==> src/rtl/load_store_unit.sv <==
// ---------------------------------------------------------------------------
// load_store_unit
//   Memory-access stage that sits after the core's EXECUTE state. It accepts
//   one load/store at a time. It drives a word-wide memory bus with byte-lane
//   write masks and waits a variable number of cycles for mem_ack. It then
//   returns sign- or zero-extended load data as a single-cycle response.
//   Misaligned accesses, illegal funct3 codes and bus timeouts set resp_err.
//
// Ports
//   clk_i          system clock, all state updates on the rising edge
//   resetn_i       asynchronous active-low reset
//   req_valid_i    core presents an access this cycle
//   req_ready_o    unit is idle; request accepted when valid & ready
//   req_store_i    1 = store, 0 = load
//   req_funct3_i   instr[14:12]: access size / signedness
//   req_addr_i     byte address
//   req_wdata_i    store data (rs2)
//   resp_valid_o   one-cycle pulse, access finished
//   resp_rdata_o   extended load data (0 for stores and errors)
//   resp_err_o     misaligned, illegal funct3 or timeout; qualified by resp_valid_o
//   mem_req_o      bus request, held until mem_ack_i or timeout
//   mem_we_o       1 = write
//   mem_addr_o     word address (byte address [ADDR_WIDTH-1:2])
//   mem_wmask_o    byte-lane write enables (0 on reads)
//   mem_wdata_o    lane-replicated store data
//   mem_ack_i      bus completion; read data valid in the same cycle
//   mem_rdata_i    read word
// ---------------------------------------------------------------------------
module load_store_unit #(
    parameter int ADDR_WIDTH = 32,
    parameter int TIMEOUT    = 15
) (
    input  logic                  clk_i,
    input  logic                  resetn_i,
    input  logic                  req_valid_i,
    output logic                  req_ready_o,
    input  logic                  req_store_i,
    input  logic [2:0]            req_funct3_i,
    input  logic [ADDR_WIDTH-1:0] req_addr_i,
    input  logic [31:0]           req_wdata_i,
    output logic                  resp_valid_o,
    output logic [31:0]           resp_rdata_o,
    output logic                  resp_err_o,
    output logic                  mem_req_o,
    output logic                  mem_we_o,
    output logic [ADDR_WIDTH-3:0] mem_addr_o,
    output logic [3:0]            mem_wmask_o,
    output logic [31:0]           mem_wdata_o,
    input  logic                  mem_ack_i,
    input  logic [31:0]           mem_rdata_i
);

    localparam int CNT_W = $clog2(TIMEOUT + 1);
    localparam logic [CNT_W-1:0] CNT_LAST = CNT_W'(TIMEOUT - 1);

    typedef enum logic [1:0] {
        S_IDLE = 2'd0,
        S_BUS  = 2'd1,
        S_RESP = 2'd2
    } state_t;

    state_t                  state_q, state_d;
    logic [CNT_W-1:0]        cnt_q, cnt_d;
    logic [2:0]              funct3_q, funct3_d;
    logic [1:0]              off_q, off_d;
    logic                    mem_req_q, mem_req_d;
    logic                    mem_we_q, mem_we_d;
    logic [ADDR_WIDTH-3:0]   mem_addr_q, mem_addr_d;
    logic [3:0]              mem_wmask_q, mem_wmask_d;
    logic [31:0]             mem_wdata_q, mem_wdata_d;
    logic                    resp_valid_q, resp_valid_d;
    logic [31:0]             resp_rdata_q, resp_rdata_d;
    logic                    resp_err_q, resp_err_d;

    // Request decode: legality, alignment, store lane mask and data.
    logic        req_legal;
    logic        req_aligned;
    logic [3:0]  st_mask;
    logic [31:0] st_wdata;

    always_comb begin
        req_legal   = 1'b0;
        req_aligned = 1'b1;
        st_mask     = 4'b0000;
        st_wdata    = req_wdata_i;
        if (req_store_i) begin
            req_legal = (req_funct3_i == 3'b000) || (req_funct3_i == 3'b001) ||
                        (req_funct3_i == 3'b010);
        end else begin
            req_legal = (req_funct3_i == 3'b000) || (req_funct3_i == 3'b001) ||
                        (req_funct3_i == 3'b010) || (req_funct3_i == 3'b100) ||
                        (req_funct3_i == 3'b101);
        end
        // funct3[1:0] encodes the size for both loads and stores.
        case (req_funct3_i[1:0])
            2'b00: begin
                st_mask  = 4'b0001 << req_addr_i[1:0];
                st_wdata = {4{req_wdata_i[7:0]}};
            end
            2'b01: begin
                req_aligned = ~req_addr_i[0];
                st_mask     = req_addr_i[1] ? 4'b1100 : 4'b0011;
                st_wdata    = {2{req_wdata_i[15:0]}};
            end
            2'b10: begin
                req_aligned = (req_addr_i[1:0] == 2'b00);
                st_mask     = 4'b1111;
            end
            default: begin
                req_aligned = 1'b1;
            end
        endcase
    end

    // Load extraction from the returned word, using the offset and funct3
    // captured at accept time.
    logic [7:0]  ld_byte;
    logic [15:0] ld_half;
    logic [31:0] ld_data;

    always_comb begin
        ld_byte = mem_rdata_i[{off_q, 3'b000} +: 8];
        ld_half = mem_rdata_i[{off_q[1], 4'b0000} +: 16];
        case (funct3_q)
            3'b000:  ld_data = {{24{ld_byte[7]}}, ld_byte};
            3'b001:  ld_data = {{16{ld_half[15]}}, ld_half};
            3'b100:  ld_data = {24'd0, ld_byte};
            3'b101:  ld_data = {16'd0, ld_half};
            default: ld_data = mem_rdata_i;
        endcase
    end

    // Next-state and registered-output logic.
    always_comb begin
        state_d      = state_q;
        cnt_d        = cnt_q;
        funct3_d     = funct3_q;
        off_d        = off_q;
        mem_req_d    = mem_req_q;
        mem_we_d     = mem_we_q;
        mem_addr_d   = mem_addr_q;
        mem_wmask_d  = mem_wmask_q;
        mem_wdata_d  = mem_wdata_q;
        resp_valid_d = 1'b0;
        resp_rdata_d = resp_rdata_q;
        resp_err_d   = resp_err_q;

        case (state_q)
            S_IDLE: begin
                if (req_valid_i) begin
                    funct3_d = req_funct3_i;
                    off_d    = req_addr_i[1:0];
                    cnt_d    = '0;
                    if (req_legal && req_aligned) begin
                        state_d      = S_BUS;
                        mem_req_d    = 1'b1;
                        mem_we_d     = req_store_i;
                        mem_addr_d   = req_addr_i[ADDR_WIDTH-1:2];
                        mem_wmask_d  = req_store_i ? st_mask : 4'b0000;
                        mem_wdata_d  = req_store_i ? st_wdata : 32'd0;
                        resp_rdata_d = 32'd0;
                        resp_err_d   = 1'b0;
                    end else begin
                        // Rejected without touching the bus.
                        state_d      = S_RESP;
                        resp_valid_d = 1'b1;
                        resp_rdata_d = 32'd0;
                        resp_err_d   = 1'b1;
                    end
                end
            end
            S_BUS: begin
                // An ack in the same cycle that the timeout would expire still counts as completion.
                if (mem_ack_i) begin
                    state_d      = S_RESP;
                    mem_req_d    = 1'b0;
                    resp_valid_d = 1'b1;
                    resp_rdata_d = mem_we_q ? 32'd0 : ld_data;
                    resp_err_d   = 1'b0;
                end else begin
                    cnt_d = cnt_q + 1'b1;
                    // This is the TIMEOUT-th request cycle without an ack, so abort now.
                    if (cnt_q == CNT_LAST) begin
                        state_d      = S_RESP;
                        mem_req_d    = 1'b0;
                        resp_valid_d = 1'b1;
                        resp_rdata_d = 32'd0;
                        resp_err_d   = 1'b1;
                    end
                end
            end
            S_RESP: begin
                state_d = S_IDLE;
            end
            default: begin
                state_d = S_IDLE;
            end
        endcase
    end

    always_ff @(posedge clk_i or negedge resetn_i) begin
        if (!resetn_i) begin
            state_q      <= S_IDLE;
            cnt_q        <= '0;
            funct3_q     <= 3'b000;
            off_q        <= 2'b00;
            mem_req_q    <= 1'b0;
            mem_we_q     <= 1'b0;
            mem_addr_q   <= '0;
            mem_wmask_q  <= 4'b0000;
            mem_wdata_q  <= 32'd0;
            resp_valid_q <= 1'b0;
            resp_rdata_q <= 32'd0;
            resp_err_q   <= 1'b0;
        end else begin
            state_q      <= state_d;
            cnt_q        <= cnt_d;
            funct3_q     <= funct3_d;
            off_q        <= off_d;
            mem_req_q    <= mem_req_d;
            mem_we_q     <= mem_we_d;
            mem_addr_q   <= mem_addr_d;
            mem_wmask_q  <= mem_wmask_d;
            mem_wdata_q  <= mem_wdata_d;
            resp_valid_q <= resp_valid_d;
            resp_rdata_q <= resp_rdata_d;
            resp_err_q   <= resp_err_d;
        end
    end

    assign req_ready_o  = (state_q == S_IDLE);
    assign resp_valid_o = resp_valid_q;
    assign resp_rdata_o = resp_rdata_q;
    assign resp_err_o   = resp_err_q;
    assign mem_req_o    = mem_req_q;
    assign mem_we_o     = mem_we_q;
    assign mem_addr_o   = mem_addr_q;
    assign mem_wmask_o  = mem_wmask_q;
    assign mem_wdata_o  = mem_wdata_q;

endmodule

==> config.mk <==
export PLATFORM = sky130hd
export DESIGN_NAME = load_store_unit
export DESIGN_NICKNAME = d
export VERILOG_FILES = /design/src/rtl/load_store_unit.sv
export SDC_FILE = /design/constraint.sdc
export NUM_CORES = 1
export LEC_CHECK = 0
export BUFFER_PORTS_ARGS = -buffer_cell sky130_fd_sc_hd__buf_4
export CORE_UTILIZATION = 37
export CTS_BUF_LIST = sky130_fd_sc_hd__clkbuf_16
export CTS_CLUSTER_SIZE = 8
export DETAILED_ROUTE_END_ITERATION = 10
export GPL_TIMING_DRIVEN = 0
export HOLD_SLACK_MARGIN = 0.02
export PLACE_DENSITY_LB_ADDON = 0.15
export SYNTH_ARGS = -nofsm -noshare
export SYNTH_HDL_FRONTEND = slang
export SYNTH_SLANG_ARGS = --single-unit
==> constraint.sdc <==
create_clock -name clk_i -period 3.55 [get_ports clk_i]
set_input_delay 0.1775 -clock clk_i [delete_from_list [all_inputs] [get_ports clk_i]]
set_output_delay 0.1775 -clock clk_i [all_outputs]
set_load 0.05 [all_outputs]
== Yosys cells after proc, flatten, opt, wreduce, memory -nomap -nowiden ==
Index checks and enable logic that the tools add are counted.
Widths: inputs -> output; s select.
Word-level totals
  bits in registers: 113
  bits of input ports: 104
  output and inout bits: 103
  word-level logic and storage cells: 84
Cells by class
  add/sub/neg operators: 1
  equality and inequality tests: 15
  shifts and indexed selects: 3
  multiplexer cells: 35
  bitwise operators: 1
  reductions and logical operators: 17
Operator list (count)
  $mux 32: 5
  $pmux 32 s2: 2
  $pmux 32 s4: 1
  $shiftx 32x6->16: 1
  $shiftx 32x6->8: 1
  $mux 4: 4
  $eq 3x3->1 const B: 4
  $mux 1: 12
  $pmux 4 s3: 1
  $reduce_and 3->1: 3
  $mux 2: 4
  $pmux 1 s2: 4
  $pmux 4 s2: 1
  $eq 3x1->1 const B: 2
  $logic_not 2->1: 3
  $logic_not 3->1: 2
  $add 4x1->4 const B: 1
  $eq 2x1->1 const B: 2
  $eq 4x4->1 const B: 1
  $logic_or 1x1->1: 4
  $ne 2x2->1 const B: 2
  $pmux 2 s2: 1
  $reduce_and 2->1: 2
  $reduce_and 4->1: 1
  other kinds (8): 8

== Logic depth before layout (Yosys ltp) ==
  word-level depth: 10
  depth in mapped cells: 9
  depth with buffers taken out: 6

== Worst setup path before layout ==
No wires, ideal clock.
  path kind: register to register
  from: register mem_we_q (netlist: mem_we_o)
  to: register resp_rdata_q[21] (netlist: resp_rdata_o[21])
  library setup time: 0.067 ns
  data arrival time: 1.794 ns
  required time: 3.483 ns
  setup slack: 1.689 ns
  stages on the path, launching flop included: 6
  path buffers: 1
  period minus slack after synthesis: 1.861 ns
  path through: dfrtp_1 and4bb_1 inv_1 a311oi_2 buf_4 a221o_1
Between the ends
  cells in the longest elaborated chain, start to end: 3
Ends and longest elaborated chain
  start: declaration: RTL line 67  | logic mem_we_q, mem_we_d;
  start signal: assignment: RTL line 221  | mem_we_q <= mem_we_d;
  $mux 32: RTL line 178  | resp_rdata_d = mem_we_q ? 32'd0 : ld_data;
  $mux 32: RTL line 174  | if (mem_ack_i) begin
  $pmux 32 s2: RTL line 148  | case (state_q)
  end signal: assignment: RTL line 226  | resp_rdata_q <= resp_rdata_d;
  end: declaration: RTL line 72  | logic [31:0] resp_rdata_q, resp_rdata_d;
Every way passes these cells.
A chain may end at the register's enable or synchronous reset.

== Worst setup path in the final report ==
  from: input port req_funct3_i[1]
  to: register state_q[0]
Between the ends
  cells in the longest elaborated chain, start to end: 10
  elaborated cells on any way between the ends: 17
  those cells by class: eq/ne: 6; mux: 5; reduce/logical: 6
Ends and longest elaborated chain
  start: declaration: RTL line 38  | input logic [2:0] req_funct3_i,
  $eq 3x1->1 or $logic_not 3->1 (tied branches): RTL line 87, 90
  $logic_or 1x1->1 (2 in series): RTL line 87, 90
  $logic_or 1x1->1 (2 in series): RTL line 91  | (req_funct3_i == 3'b010) || (req_funct3_i == 3'b100) ||
  $mux 1: RTL line 86  | if (req_store_i) begin
  $logic_and 1x1->1 (*): RTL line 154  | if (req_legal && req_aligned) begin
  $mux 2 (*): RTL line 154
  $mux 2 (*): RTL line 150  | if (req_valid_i) begin
  $pmux 2 s2 (*): RTL line 148
  end signal: assignment: RTL line 216  | state_q <= state_d;
  end: declaration: RTL line 62  | state_t state_q, state_d;
Every way passes the cells marked *; elsewhere a longest branch is shown, timed or not. The select of a mux whose other input is x is not followed.

==> metrics.yaml <==
yosys-top-cells-area: "dfrtp_1 53%, mux2_4 8.2%, o2bb2ai_1 4.0%, o21ai_0 3.4%, a221o_1 3.0%"
cap_violations: 0
post-cts-setup-buffers: 0
gp_congestion: 0.8398
worstReg2RegStart: "cnt_q[0]"
dieArea_um2: 14860
syn_to_final_growth_pct: 52.33
netlist_area_um2: 5320
max_freq_ghz: 0.4240
rsz0062_at_grt: "false"
detail_route.iter0.violations: 272
grt_pass1_wl_mm: 24.93
cts_resized: 0
antenna_left: 0
root_buffer: "clkbuf_16"
htree_levels: 4
insertion_delay_ns: 0.41
clkTransAtPathRegs_ns: 0.05
synth.most_common_cell: "dfrtp_1"
postSynthCellCount: 440
path_cells: "dlygate4sd3_1, buf_4, inv_1, ha_1, nor2_2, o22a_1, nand2b_2, buf_6, buf_4, buf_6, o21ai_0"
peakVddDrop_mv: 0.3519
ioPinCount: 207
dr.pass1.iters: 5
route.detailed.drc: 0
die_w_um: 121.9
setup_violations: 0
worstPathArrival_ns: 2.64
start_kind: "input pin"
synth_top_cells_by_count: "113 x dfrtp_1, 36 x o21ai_0, 29 x mux2_4"
clock_path_buffers: 2
outcome: "finished clean"
routed_wl_mm: 16.03
tns_ns: 0
grt_pass1_vias: 4805
numCtsBuffers: 17
min_period_ns: 2.358
ys_types: 49
final_net_count: 821
timing.final.crit_share_pct: 66.43
cp_max_fo: 10
std_cell_rows: 43
n_antenna_cell: 0
path_class: "in2reg"
seq_area_um2: 2828
crit_path_start: "req_funct3_i[1]"
syn_area_per_cell_um2: 12.09
synth_edf_count: 0
p_leak_nw: 3.997
yosysWarnings: 0
required_ns: 3.83
p_per_area_nw_per_um2: 757.1
core_area_um2: 13930
synth_ff_type: "dfrtp_1"
grt_antenna_before_repair: 0
grt.total_usage_pct: 21.97
grt_overflow: 0
worstSetupEndpointType: "flop"
port_buffers: 206
yosysSeqAreaShare_pct: 53.15
dp_hpwl_mm: 11.70
hold_viol_final: 0
wl_per_cell_um: 17.75
fillers: 1180
hp-class: "in2reg"
grt_max_degree: 63
setup_ws_ns: 1.192
worst_pin_slew_ns: 0.8485
via_per_inst: 5.329
p_total_mw: 6.136
synth.largest_area_cell: "dfrtp_1"
finClkSkew_ns: 0.005796
min-delay-start: "mem_rdata_i[30]"
synthArstFlopShare_pct: 100.0
syn_nets: 550
start_util_pct: 38.18
finalMaxSlewViolations: 0
cts_tree: "yes"
num_vias: 4812
multi_input_area_um2: 2246
drive_gt1_share_pct: 39.14
pre_cts_ws_ns: 1.310
maxSlewHeadroom_pct: 43.43
cpPeakStageDelay_ns: 0.52
synth-seq-cells: 113
slowest_stage: "dlygate4sd3_1"
clkSinkCount: 113
synth_top_area_share_pct: 53.15
fin_hold_ws_ns: 0.03435
die_y_um: 121.9
[worst max-delay path: cells and delay by family]
family | cells | cell delay (ns)
fa+ha+maj | 1 | 0.24
buf+inv | 6 | 1.23
simple gates | 2 | 0.60
compound gates | 2 | 0.39
[logic make-up after synthesis]
| group | share of synthesized area, % |
|---|---|
| adders and majority gates | 1.411 |
| buffers and inverters | 4.633 |
| AOI/OAI and AO/OA | 22.34 |
| and+or+nand+nor | 6.985 |
| muxes | 11.15 |
| DFF | 53.15 |
| xor gates and xnor gates | 0.3293 |
[through the flow]
stage | util, % | area, µm² | cells
final | 58.16 | 8104 | 903
after global routing | 58.16 | 8104 | 903
after CTS | 58.16 | 8104 | 903
after detailed placement | 51.09 | 7119 | 827
after global placement | 50.89 | 7092 | 826
after floorplan | - | 5320 | 440
[final timing paths]
kind | end | slack, ns | cells after the start
worst min-delay path | resp_rdata_o[30] | 0.03 | 2
worst max register to register | resp_rdata_o[2] | 1.31 | 8
max in group asynchronous | mem_wdata_o[20] | 2.41 | 3
min in group asynchronous | resp_rdata_o[24] | 0.39 | 2
worst max-delay path | state_q[0] | 1.19 | 11
worst min register to register | resp_rdata_o[13] | 0.49 | 2
[power by group]
group | total, mW | internal, mW | switching (mW)
clock network | 1.55 | 0.997 | 0.555
logic | 2.74 | 0.982 | 1.76
registers | 1.84 | 1.63 | 0.212
total | 6.14 | 3.61 | 2.53
[layer usage]
layer | part of all wire (%) | GRT usage, % | vias to the layer above
met5 | 0 | 0 | -
met4 | 1.5 | 8.488 | 0
met3 | 7.7 | 6.601 | 19
met2 | 48 | 34.85 | 186
met1 | 43 | 28.01 | 2402
li1 | - | - | 2205
[registers in the layout, summed over array words and instances, names as in the netlist]
register / flops
mem_wdata_o: 32
resp_rdata_o: 32
mem_addr_o: 30
cnt_q: 4
mem_wmask_o: 4
funct3_q: 3
off_q: 2
state_q: 2
mem_req_o: 1
mem_we_o: 1
resp_err_o: 1
resp_valid_o: 1
[placed cells by master, fill, tap and decap left out, drive strengths merged, types with 5 or more instances in the layout]
| master | instances |
|---|---|
| dfrtp | 113 |
| o31ai | 8 |
| clkbuf | 33 |
| inv | 14 |
| o21a | 7 |
| mux2 | 35 |
| nand2 | 23 |
| o2bb2ai | 24 |
| nor2b | 11 |
| a211oi | 7 |
| buf | 222 |
| nand2b | 5 |
| ha | 6 |
| a2111oi | 7 |
| clkinv | 8 |
| a21oi | 24 |
| o21ai | 36 |
| a22o | 18 |
| a221o | 16 |
| nand3 | 5 |
| mux2i | 9 |
| dlygate4sd3 | 45 |
| nor2 | 17 |
[layout make-up]
type,count,area share [%]
Buffer,31,2.578
Clock buffer,17,5.249
Clock inverter,14,1.343
Inverter,10,0.4632
Multi-Input combinational cell,286,27.71
Sequential cell,113,34.89
Tap cell,180,2.779
Timing Repair Buffer,252,24.98
[repair_timing]
| item | CTS | global route |
|---|---|---|
| endpoints found under the setup margin | 0 | 0 |
| endpoints found under the hold margin | 105 | 0 |
| hold buffers | 45 | 0 |
Note: power is estimated with default switching activity, not from simulation.
